File: src/rtl/rb_bus_arbiter_if.sv
// Generic register-block bus shared by the two requesters, the arbiter and the register block.
// The slave modport is the arbiter's view; the master modport is the surrounding system's view.
interface rb_bus_arbiter_if #(
    parameter int AW = 12,
    parameter int DW = 32
);
    logic          m0_rd_en;
    logic          m0_wr_en;
    logic [AW-1:0] m0_addr;
    logic [DW-1:0] m0_wdata;
    logic [DW-1:0] m0_rdata;
    logic          m0_ack;
    logic          m0_err;

    logic          m1_rd_en;
    logic          m1_wr_en;
    logic [AW-1:0] m1_addr;
    logic [DW-1:0] m1_wdata;
    logic [DW-1:0] m1_rdata;
    logic          m1_ack;
    logic          m1_err;

    logic          rd_en;
    logic [AW-1:0] raddr;
    logic [DW-1:0] rdata;
    logic          rack;
    logic          raddrerr;
    logic          wr_en;
    logic [AW-1:0] waddr;
    logic [DW-1:0] wdata;
    logic          wack;
    logic          waddrerr;

    logic          grant_id;
    logic          busy;

    modport slave (
        input  m0_rd_en, m0_wr_en, m0_addr, m0_wdata,
        output m0_rdata, m0_ack, m0_err,
        input  m1_rd_en, m1_wr_en, m1_addr, m1_wdata,
        output m1_rdata, m1_ack, m1_err,
        output rd_en, raddr, wr_en, waddr, wdata,
        input  rdata, rack, raddrerr, wack, waddrerr,
        output grant_id, busy
    );

    modport master (
        output m0_rd_en, m0_wr_en, m0_addr, m0_wdata,
        input  m0_rdata, m0_ack, m0_err,
        output m1_rd_en, m1_wr_en, m1_addr, m1_wdata,
        input  m1_rdata, m1_ack, m1_err,
        input  rd_en, raddr, wr_en, waddr, wdata,
        output rdata, rack, raddrerr, wack, waddrerr,
        input  grant_id, busy
    );
endinterface

File: src/rtl/rb_bus_arbiter.sv
// Round-robin two-requester arbiter for the register-block generic bus (IDLE -> ACCESS -> RESP).
// Define RB_ARB_TIMEOUT_EN to add the ACCESS watchdog that force-completes a stuck transfer with an error.
module rb_bus_arbiter #(
    parameter int AW          = 12,
    parameter int DW          = 32,
    parameter int TIMEOUT_CYC = 16
) (
    input  logic            apb_pclk,
    input  logic            apb_preset,
    rb_bus_arbiter_if.slave bus
);
    typedef enum logic [1:0] {
        IDLE   = 2'd0,
        ACCESS = 2'd1,
        RESP   = 2'd2
    } state_t;

    state_t        state;
    logic          last_grant;
    logic          win_id;
    logic          win_wr;
    logic [AW-1:0] addr_q;
    logic [DW-1:0] wdata_q;

    logic          req0;
    logic          req1;
    logic          pick;
    logic          pick_wr;
    logic [AW-1:0] pick_addr;
    logic [DW-1:0] pick_wdata;

    logic          done;
    logic          timeout;
    logic          finish;
    logic          fin_err;
    logic [DW-1:0] fin_data;

    // A tie goes to whoever did not win last; a lone request simply wins.
    always_comb begin
        req0       = bus.m0_rd_en | bus.m0_wr_en;
        req1       = bus.m1_rd_en | bus.m1_wr_en;
        pick       = (req0 & req1) ? ~last_grant : req1;
        pick_wr    = pick ? bus.m1_wr_en : bus.m0_wr_en;
        pick_addr  = pick ? bus.m1_addr  : bus.m0_addr;
        pick_wdata = pick ? bus.m1_wdata : bus.m0_wdata;
    end

    // Only the ack matching the granted direction completes; a timeout reports error with zero data.
    always_comb begin
        done   = win_wr ? bus.wack : bus.rack;
        finish = done | timeout;
        if (done) begin
            fin_err  = win_wr ? bus.waddrerr : bus.raddrerr;
            fin_data = win_wr ? '0 : bus.rdata;
        end else begin
            fin_err  = 1'b1;
            fin_data = '0;
        end
    end

`ifdef RB_ARB_TIMEOUT_EN
    localparam int            CW   = $clog2(TIMEOUT_CYC);
    localparam logic [CW-1:0] TMAX = CW'(TIMEOUT_CYC - 1);

    logic [CW-1:0] tcnt;

    always_ff @(posedge apb_pclk or posedge apb_preset) begin
        if (apb_preset) begin
            tcnt <= '0;
        end else if (state != ACCESS) begin
            tcnt <= '0;
        end else if (!finish) begin
            tcnt <= tcnt + CW'(1);
        end
    end

    assign timeout = (state == ACCESS) && (tcnt == TMAX);
`else
    logic cfg_unused;

    assign timeout    = 1'b0;
    assign cfg_unused = (TIMEOUT_CYC >= 2);
`endif

    always_ff @(posedge apb_pclk or posedge apb_preset) begin
        if (apb_preset) begin
            state        <= IDLE;
            last_grant   <= 1'b1;
            win_id       <= 1'b0;
            win_wr       <= 1'b0;
            addr_q       <= '0;
            wdata_q      <= '0;
            bus.rd_en    <= 1'b0;
            bus.wr_en    <= 1'b0;
            bus.m0_ack   <= 1'b0;
            bus.m0_err   <= 1'b0;
            bus.m0_rdata <= '0;
            bus.m1_ack   <= 1'b0;
            bus.m1_err   <= 1'b0;
            bus.m1_rdata <= '0;
            bus.grant_id <= 1'b0;
            bus.busy     <= 1'b0;
        end else begin
            bus.m0_ack <= 1'b0;
            bus.m1_ack <= 1'b0;
            case (state)
                IDLE: begin
                    if (req0 | req1) begin
                        win_id       <= pick;
                        win_wr       <= pick_wr;
                        addr_q       <= pick_addr;
                        wdata_q      <= pick_wdata;
                        last_grant   <= pick;
                        bus.grant_id <= pick;
                        bus.wr_en    <= pick_wr;
                        bus.rd_en    <= ~pick_wr;
                        bus.busy     <= 1'b1;
                        state        <= ACCESS;
                    end
                end
                ACCESS: begin
                    if (finish) begin
                        bus.rd_en <= 1'b0;
                        bus.wr_en <= 1'b0;
                        if (win_id) begin
                            bus.m1_ack   <= 1'b1;
                            bus.m1_err   <= fin_err;
                            bus.m1_rdata <= fin_data;
                        end else begin
                            bus.m0_ack   <= 1'b1;
                            bus.m0_err   <= fin_err;
                            bus.m0_rdata <= fin_data;
                        end
                        state <= RESP;
                    end
                end
                RESP: begin
                    // Requests are deliberately not sampled here so a requester releasing on ack is not re-granted.
                    bus.busy <= 1'b0;
                    state    <= IDLE;
                end
                default: begin
                    bus.rd_en <= 1'b0;
                    bus.wr_en <= 1'b0;
                    bus.busy  <= 1'b0;
                    state     <= IDLE;
                end
            endcase
        end
    end

    assign bus.raddr = addr_q;
    assign bus.waddr = addr_q;
    assign bus.wdata = wdata_q;
endmodule
File: src/flat_wrapper.sv
// flat-port wrapper written by rule: the top's interface ports become plain ports
module rb_bus_arbiter_flat 
#(
    parameter int AW          = 12,
    parameter int DW          = 32,
    parameter int TIMEOUT_CYC = 16
)
  (apb_pclk, apb_preset, bus_m0_rd_en, bus_m0_wr_en, bus_m0_addr, bus_m0_wdata, bus_m0_rdata, bus_m0_ack, bus_m0_err, bus_m1_rd_en, bus_m1_wr_en, bus_m1_addr, bus_m1_wdata, bus_m1_rdata, bus_m1_ack, bus_m1_err, bus_rd_en, bus_raddr, bus_wr_en, bus_waddr, bus_wdata, bus_rdata, bus_rack, bus_raddrerr, bus_wack, bus_waddrerr, bus_grant_id, bus_busy);
  rb_bus_arbiter_if #(.AW(AW), .DW(DW)) bus_i ();
  input  logic apb_pclk;
  input  logic apb_preset;
  input wire logic [$bits(bus_i.m0_rd_en)-1:0] bus_m0_rd_en;
  input wire logic [$bits(bus_i.m0_wr_en)-1:0] bus_m0_wr_en;
  input wire logic [$bits(bus_i.m0_addr)-1:0] bus_m0_addr;
  input wire logic [$bits(bus_i.m0_wdata)-1:0] bus_m0_wdata;
  output wire logic [$bits(bus_i.m0_rdata)-1:0] bus_m0_rdata;
  output wire logic [$bits(bus_i.m0_ack)-1:0] bus_m0_ack;
  output wire logic [$bits(bus_i.m0_err)-1:0] bus_m0_err;
  input wire logic [$bits(bus_i.m1_rd_en)-1:0] bus_m1_rd_en;
  input wire logic [$bits(bus_i.m1_wr_en)-1:0] bus_m1_wr_en;
  input wire logic [$bits(bus_i.m1_addr)-1:0] bus_m1_addr;
  input wire logic [$bits(bus_i.m1_wdata)-1:0] bus_m1_wdata;
  output wire logic [$bits(bus_i.m1_rdata)-1:0] bus_m1_rdata;
  output wire logic [$bits(bus_i.m1_ack)-1:0] bus_m1_ack;
  output wire logic [$bits(bus_i.m1_err)-1:0] bus_m1_err;
  output wire logic [$bits(bus_i.rd_en)-1:0] bus_rd_en;
  output wire logic [$bits(bus_i.raddr)-1:0] bus_raddr;
  output wire logic [$bits(bus_i.wr_en)-1:0] bus_wr_en;
  output wire logic [$bits(bus_i.waddr)-1:0] bus_waddr;
  output wire logic [$bits(bus_i.wdata)-1:0] bus_wdata;
  input wire logic [$bits(bus_i.rdata)-1:0] bus_rdata;
  input wire logic [$bits(bus_i.rack)-1:0] bus_rack;
  input wire logic [$bits(bus_i.raddrerr)-1:0] bus_raddrerr;
  input wire logic [$bits(bus_i.wack)-1:0] bus_wack;
  input wire logic [$bits(bus_i.waddrerr)-1:0] bus_waddrerr;
  output wire logic [$bits(bus_i.grant_id)-1:0] bus_grant_id;
  output wire logic [$bits(bus_i.busy)-1:0] bus_busy;
  assign bus_i.m0_rd_en = bus_m0_rd_en;
  assign bus_i.m0_wr_en = bus_m0_wr_en;
  assign bus_i.m0_addr = bus_m0_addr;
  assign bus_i.m0_wdata = bus_m0_wdata;
  assign bus_m0_rdata = bus_i.m0_rdata;
  assign bus_m0_ack = bus_i.m0_ack;
  assign bus_m0_err = bus_i.m0_err;
  assign bus_i.m1_rd_en = bus_m1_rd_en;
  assign bus_i.m1_wr_en = bus_m1_wr_en;
  assign bus_i.m1_addr = bus_m1_addr;
  assign bus_i.m1_wdata = bus_m1_wdata;
  assign bus_m1_rdata = bus_i.m1_rdata;
  assign bus_m1_ack = bus_i.m1_ack;
  assign bus_m1_err = bus_i.m1_err;
  assign bus_rd_en = bus_i.rd_en;
  assign bus_raddr = bus_i.raddr;
  assign bus_wr_en = bus_i.wr_en;
  assign bus_waddr = bus_i.waddr;
  assign bus_wdata = bus_i.wdata;
  assign bus_i.rdata = bus_rdata;
  assign bus_i.rack = bus_rack;
  assign bus_i.raddrerr = bus_raddrerr;
  assign bus_i.wack = bus_wack;
  assign bus_i.waddrerr = bus_waddrerr;
  assign bus_grant_id = bus_i.grant_id;
  assign bus_busy = bus_i.busy;
  rb_bus_arbiter #(.AW(AW), .DW(DW), .TIMEOUT_CYC(TIMEOUT_CYC)) u_core (.apb_pclk(apb_pclk), .apb_preset(apb_preset), .bus(bus_i));
endmodule
File: config.mk
export PLATFORM = sky130hd
export DESIGN_NAME = rb_bus_arbiter_flat
export DESIGN_NICKNAME = d
export VERILOG_FILES = /design/src/rtl/rb_bus_arbiter_if.sv /design/src/rtl/rb_bus_arbiter.sv /design/src/flat_wrapper.sv
export SDC_FILE = /design/constraint.sdc
export NUM_CORES = 1
export LEC_CHECK = 0
export ABC_AREA = 1
export ABC_CLOCK_PERIOD_IN_PS = 11200
export CAP_MARGIN = 5
export CORE_UTILIZATION = 45
export DETAILED_ROUTE_END_ITERATION = 12
export GPL_ROUTABILITY_DRIVEN = 0
export PLACE_DENSITY = 0.86
export SLEW_MARGIN = 20
export SYNTH_ARGS = -nofsm -noshare
export SYNTH_HDL_FRONTEND = slang
export SYNTH_SLANG_ARGS = --single-unit
File: constraint.sdc
create_clock -name apb_pclk -period 11.2 [get_ports apb_pclk]
set_input_delay 2.24 -clock apb_pclk [delete_from_list [all_inputs] [get_ports apb_pclk]]
set_output_delay 2.24 -clock apb_pclk [all_outputs]
set_load 0.01 [all_outputs]
==> results of run 1 <==
-- synthesized netlist by cell type --
master,count,area share [%]
nand2_1,246,17
o21ai_1,32,2.9
o21ai_0,37,3.4
o21ai_4,1,0.30
a21boi_2,1,0.21
dfrtp_1,119,54
mux2i_1,1,0.18
nand3b_1,44,6.0
nand2_2,1,0.11
clkbuf_1,9,0.62
inv_2,3,0.21
nor2_2,1,0.11
buf_2,13,1.2
buf_4,13,1.8
nand3_1,48,4.4
o211ai_1,1,0.14
nor2_1,3,0.21
dfstp_2,1,0.48
inv_1,52,3.6
buf_1,2,0.14
buf_6,11,2.3
clkbuf_2,3,0.27
nand3_2,2,0.37
-- worst min-delay path, stage by stage (launching register included) --
cell and delay (ps):
dfrtp_1 340, nand2_1 50, nand2_1 50
-- metrics by stage --
step	power, mW	cells
2_1_floorplan	1.31	644
3_3_place_gp	1.79	997
3_5_place_dp	1.82	997
4_1_cts	2.43	1029
5_1_grt	2.57	1030
6_report	2.42	1030
-- area by class of cell --
| class | count | share of cell area, % |
|---|---|---|
| clock buffers | 25 | 5.88 |
| clock inverters | 7 | 1.60 |
| inverters | 55 | 2.43 |
| multi-input cells | 418 | 22.5 |
| flip-flops and latches | 120 | 34.9 |
| well taps | 143 | 2.08 |
| repair buffers | 262 | 30.6 |
-- final timing paths --
kind,to,slack [ps],cells after the start
worst max-delay path,u_core.bus.wr_en,6890,8
worst min-delay path,u_core.bus.wdata[22],480,2
worst max register to register,u_core.bus.wr_en,9120,7
worst min register to register,u_core.bus.wdata[22],480,2
max in group asynchronous,u_core.bus.wdata[5],7610,3
min in group asynchronous,u_core.bus.m1_rdata[13],2280,2
-- routing by layer --
metal | global-route usage, % | vias up | routed length [microns] | share of wire, %
li1 | - | 2495 | - | -
met1 | 31.8 | 2401 | 6640 | 42
met2 | 44.0 | 203 | 7940 | 50
met3 | 7.56 | 29 | 938 | 5.9
met4 | 12.4 | 0 | 431 | 2.7
met5 | 0 | - | 0 | 0
-- state kept, by name, summed over array words and instances (netlist names) --
name	count
u_core.bus.rd_en	1
u_core.state	2
u_core.bus.m1_err	1
u_core.bus.m0_err	1
u_core.bus.wr_en	1
u_core.bus.m1_rdata	32
u_core.bus.grant_id	1
u_core.bus.raddr	12
u_core.bus.busy	1
u_core.win_wr	1
u_core.bus.m1_ack	1
u_core.bus.m0_rdata	32
u_core.bus.wdata	32
u_core.bus.m0_ack	1
u_core.last_grant	1
-- where the power goes --
group          switching (mW)  leakage [nW]  internal [mW]  total (mW)
logic                   0.551          2.27          0.535        1.09
registers               0.116          1.51          0.629       0.745
clock network           0.190         0.313          0.401       0.592
-- cell families after synthesis --
logic type      count (synthesis)  synth area share [%]
compound gates                 72                  6.94
buf+inv                       106                  10.0
flops                         120                  54.8
mux                             1                 0.183
simple gates                  345                  28.1
==> metrics, run 1 <==
final net count 1004; Cell Chain, Critical Path clkdlybuf4s50_1 > nor2_2 > inv_2 > nand2_2 > nand2_1 > nand2_1 > nand2_1 > nand2_1; initial DRC count ~480; antenna cells 0; CP Launch Type primary input; Root Buffer clkbuf_16; Fin Setup TNS 0 ps; Setup WS post-layout slightly below 7000 ps; final hold vios 0; first-pass GRT wire length 25.5 mm; Crit. End Element register; IO Count 258; CTS tree built; Peak VDD IR about 0.17 mV; Max Fclk around 230 MHz; share of cells above drive strength 1 under 10%; power per cell area 282 nW/um^2; post-CTS setup buffer count 0; most common cell after layout, fill and taps aside clkdlybuf4s50_1; Seq/Total Area, Yosys between 50% and 60%; row count 39; Post-Synthesis Cells 644; Worst-path clk slew roughly 50 ps; clock skew around 8.3 ps; Final min period between 4000 and 5000 ps; status finished, final reports clean; Die Wd ~110 microns; Layout area overhead 56.9%; min-delay worst type register to register; register area 3000 sq um; RSZ-0062 raised after global routing no; final WL 16.0 mm; Core Region roughly 12000 sq um; htree depth 4; final setup vio count 0; max-cap violations 0; synthesized flop and latch total 120; crit-path max FO 46; area of the mapped netlist ~5500 sq um; DR vias/cell between 4 and 5; worst reg2reg startpoint u_core.last_grant; final period utilization 38.5%; number of global-route vias before repair 5069; most frequent cells in the layout clkdlybuf4s50_1, nand2_1, dfrtp_1; CP startpoint bus_m1_wr_en; antenna violations before repair 0; initial core utilization a little under half; Syn Area/Cell about 8.5 sq um; Final ANT Viol Nets 0; die height approximately 110 microns; placed cell area around 8000 sq um; Final Util about 74%; clock buffer depth 2; average wire per cell in the routed design approximately 15 microns; leakage dissipation 4.09 nW; relative slew slack a little over two fifths; pin count of the biggest net entering global routing 68; Vias slightly above 5000; grt ovf 0; Slew @ Worst Pin approximately 850 ps; Crit path buffers/inverters 2; Critical Path RT around 12000 ps; Crit Path Class primary input to register; PostCTS Resize Cnt 0; Worst path most repeated cell nand2_1; Detailed Routing Iterations Pass 1 6; CP top delay family simple AND/OR/NAND/NOR gates; YS warnings 0; CP max-delay cell nand2_2; DRC viols 0; filler cell count a little over 800; post-cts hold buffer count 0; worst hold slack 479 ps; max incr delay on CP 710 ps; Netlist cell types 23; CP arrival roughly 4600 ps; CTS sink count between 100 and 150; Port Buffers 257; Total GRT Usage between 20% and 30%; TritonCTS Buffers 17; Die ar. ~13000 sq um; Net Count, Synth a little under 800; Finished Cell Area between 8000 and 9000 sq um; hold_sp u_core.bus.wdata[22]; clk_lat worst skew just over 400 ps; hpwl dp 10.5 mm; area of the multi-input gates around 1900 sq um; Post-Place Worst Slack between 6000 and 7000 ps; Max Slew Vio Count 0
Power figures use the tool's default switching activity.
==> inputs of run 2 (changes only) <==
--- a/config.mk
+++ b/config.mk
@@ -6,12 +6,12 @@
 export NUM_CORES = 1
 export LEC_CHECK = 0
 export ABC_AREA = 1
-export ABC_CLOCK_PERIOD_IN_PS = 11200
+export ABC_CLOCK_PERIOD_IN_PS = 3700
 export CAP_MARGIN = 5
-export CORE_UTILIZATION = 45
+export CORE_UTILIZATION = 37
 export DETAILED_ROUTE_END_ITERATION = 12
 export GPL_ROUTABILITY_DRIVEN = 0
-export PLACE_DENSITY = 0.86
+export PLACE_DENSITY = 0.75
 export SLEW_MARGIN = 20
 export SYNTH_ARGS = -nofsm -noshare
 export SYNTH_HDL_FRONTEND = slang
==> constraint.sdc (replaced) <==
create_clock -name apb_pclk -period 3.7 [get_ports apb_pclk]
set_input_delay 0.74 -clock apb_pclk [delete_from_list [all_inputs] [get_ports apb_pclk]]
set_output_delay 0.74 -clock apb_pclk [all_outputs]
set_load 0.01 [all_outputs]
==> metrics, run 2 (same netlist as run 1, synthesis figures left out) <==
final hold vios 0 (unchanged); Net Sw Frac 35.9% (+0.51 points); Final min period 2200 ps; most frequent cells in the layout clkdlybuf4s50_1, nand2_1, dfrtp_1; Layout area overhead 58.3%; Worst R2R End u_core.bus.m0_rdata[10]; Max Fclk roughly 450 MHz; CP startpoint bus_m1_wr_en; DRC viols 0 (unchanged); clk_lat worst skew 410 ps (about the same); most common cell after layout, fill and taps aside clkdlybuf4s50_1; TritonCTS Buffers 17 (unchanged); Worst path most repeated cell nand2_1; grt ovf 0 (unchanged); IO Count 258 (unchanged); crit-path max FO 45 (-2.2%); final WL 15.4 mm (-3.3%); Vias 4962 (-3.2%); Final Util 59.9% (-14 points); final period utilization 59.4%; Fin Setup TNS 0 ps (unchanged); worst reg2reg startpoint u_core.state[1]; row count 44 (+13%); Critical Path RT 4040 ps (-7460 ps); htree depth 4 (unchanged); flop-to-flop setup slack 1790 ps (-7330 ps); relative slew slack 40.7% (-2.6 points); number of global-route vias before repair 4898 (-3.4%); clock buffer depth 2 (unchanged); antenna violations before repair 0 (unchanged); post-CTS setup buffer count 0 (unchanged); PostCTS Resize Cnt 0 (unchanged); die height 124 microns (+10%); Total GRT Usage 20.8% (-5.7 points); Cell Chain, Critical Path clkdlybuf4s50_1 > nor2_2 > inv_2 > nand2_2 > nand2_1 > nand2_1 > nand2_1 > nand2_1; Worst-path clk slew 50 ps (about the same); max incr delay on CP 650 ps (-60 ps); critical path depth in cells 8 (unchanged); Slew @ Worst Pin 886 ps (+38.7 ps); status finished, final reports clean; CP Launch Type primary input; Die Wd 124 microns (+10%); initial core utilization 37.9% (-9.1 points); clock skew 8.39 ps (+0.0841 ps); Peak VDD IR 0.430 mV (+150%); CP max-delay cell nand2_2; Setup WS post-layout 1500 ps (-5390 ps); Port Buffers 257 (unchanged); average wire per cell in the routed design 14.4 microns (-7.3%); share of cells above drive strength 1 5.84% (+0.76 points); filler cell count 1282 (+56%); Final ANT Viol Nets 0 (unchanged); RSZ-0062 raised after global routing no; critical path endpoint u_core.bus.wr_en; R2R cell count 5 (-2); Crit. End Element register; sequential share of power 31.0% (+0.3 points); hpwl dp 10.6 mm (+0.60%); Root Buffer clkbuf_16; initial DRC count 282 (-41%); CTS tree built; Crit path buffers/inverters 2 (unchanged); power per cell area 832 nW/um^2 (+200%); Core Region 14500 sq um (+24%); Crit Path Class primary input to register; Comb power frac 45.2% (+0.4 points); CTS sink count 120 (unchanged); Die ar. 15300 sq um (+21%); min-delay worst type register to register; pin count of the biggest net entering global routing 50 (-26%); Power Total 7.22 mW (+200%); Detailed Routing Iterations Pass 1 4 (-2); CP arrival 2540 ps (-2070 ps); P_sw 2.59 mW (+200%); antenna cells 0 (unchanged); hold_sp u_core.bus.wdata[28]; final setup vio count 0 (unchanged); post-cts hold buffer count 0 (unchanged); first-pass GRT wire length 24.2 mm (-5.4%); Post-Place Worst Slack 1090 ps (-5010 ps); leakage dissipation 4.10 nW (+0.27%); Max Slew Vio Count 0 (unchanged); clock power share 23.8% (-0.6 points); CP top delay family simple AND/OR/NAND/NOR gates; max-cap violations 0 (unchanged); final net count 1008 (+0.40%); Internal Pwr Total 4.63 mW (+200%); DR vias/cell 4.62 (-7.3%)
==> run 2: cell types whose count changed in the layout (fill, tap and decap cells not counted), sizes merged <==
cell	delta
clkinvlp	+1
clkinv	+5
buf	+4
inv	+1
clkbuf	-6
bufinv	-1
==> run 2: worst min path at each step <==
stage                     cells after the start                    to  slack (ps)
after floorplan                               1       u_core.bus.busy         470
after global placement                        2  u_core.bus.wdata[15]         460
after detailed placement                      2   u_core.bus.wdata[0]         460
after CTS                                     2  u_core.bus.wdata[10]         480
after global routing                          2  u_core.bus.wdata[21]         490
final                                         2  u_core.bus.wdata[28]         480
==> run 2: layout make-up <==
cell class	instances	area [sq um]	share of cell area [%]
sequential	120	3000	34.6
timing repair buffer	266	2680	30.8
multi-input combinational	418	1940	22.3
clock buffer	19	453	5.22
tap	184	230	2.65
inverter	55	210	2.42
clock inverter	13	169	1.95
==> run 2: power by group through the flow <==
stage | combinational, mW | sequential, mW | clock [mW]
after global placement | 3.24 | 2.24 | 0
after floorplan | 1.49 | 2.48 | 0
after detailed placement | 3.31 | 2.25 | 0
after global routing | 3.62 | 2.31 | 1.82
after CTS | 3.32 | 2.24 | 1.75
final | 3.27 | 2.24 | 1.72
==> run 2: metrics by stage <==
step | cells | cell area, sq um | hold WS [ps]
after floorplan | 644 | 5490 | 467
after global placement | 1043 | 8060 | 462
after detailed placement | 1043 | 8060 | 465
after CTS | 1075 | 8680 | 481
after global routing | 1075 | 8680 | 492
final | 1075 | 8680 | 477
==> run 2: worst register-to-register path, stage by stage (launching register included) <==
cell and delay [ps]:
dfrtp_1 410, nor2_1 300, nand3_2 530, buf_4 420
nand2_1 80, o21ai_1 60
==> run 2: per-layer routing <==
layer,up-vias,wire [microns],global-route usage [%]
li1,2500,-,-
met2,132,7690,35.0
met1,2306,6560,24.8
met4,0,391,8.43
met3,24,789,5.95
met5,-,0,0
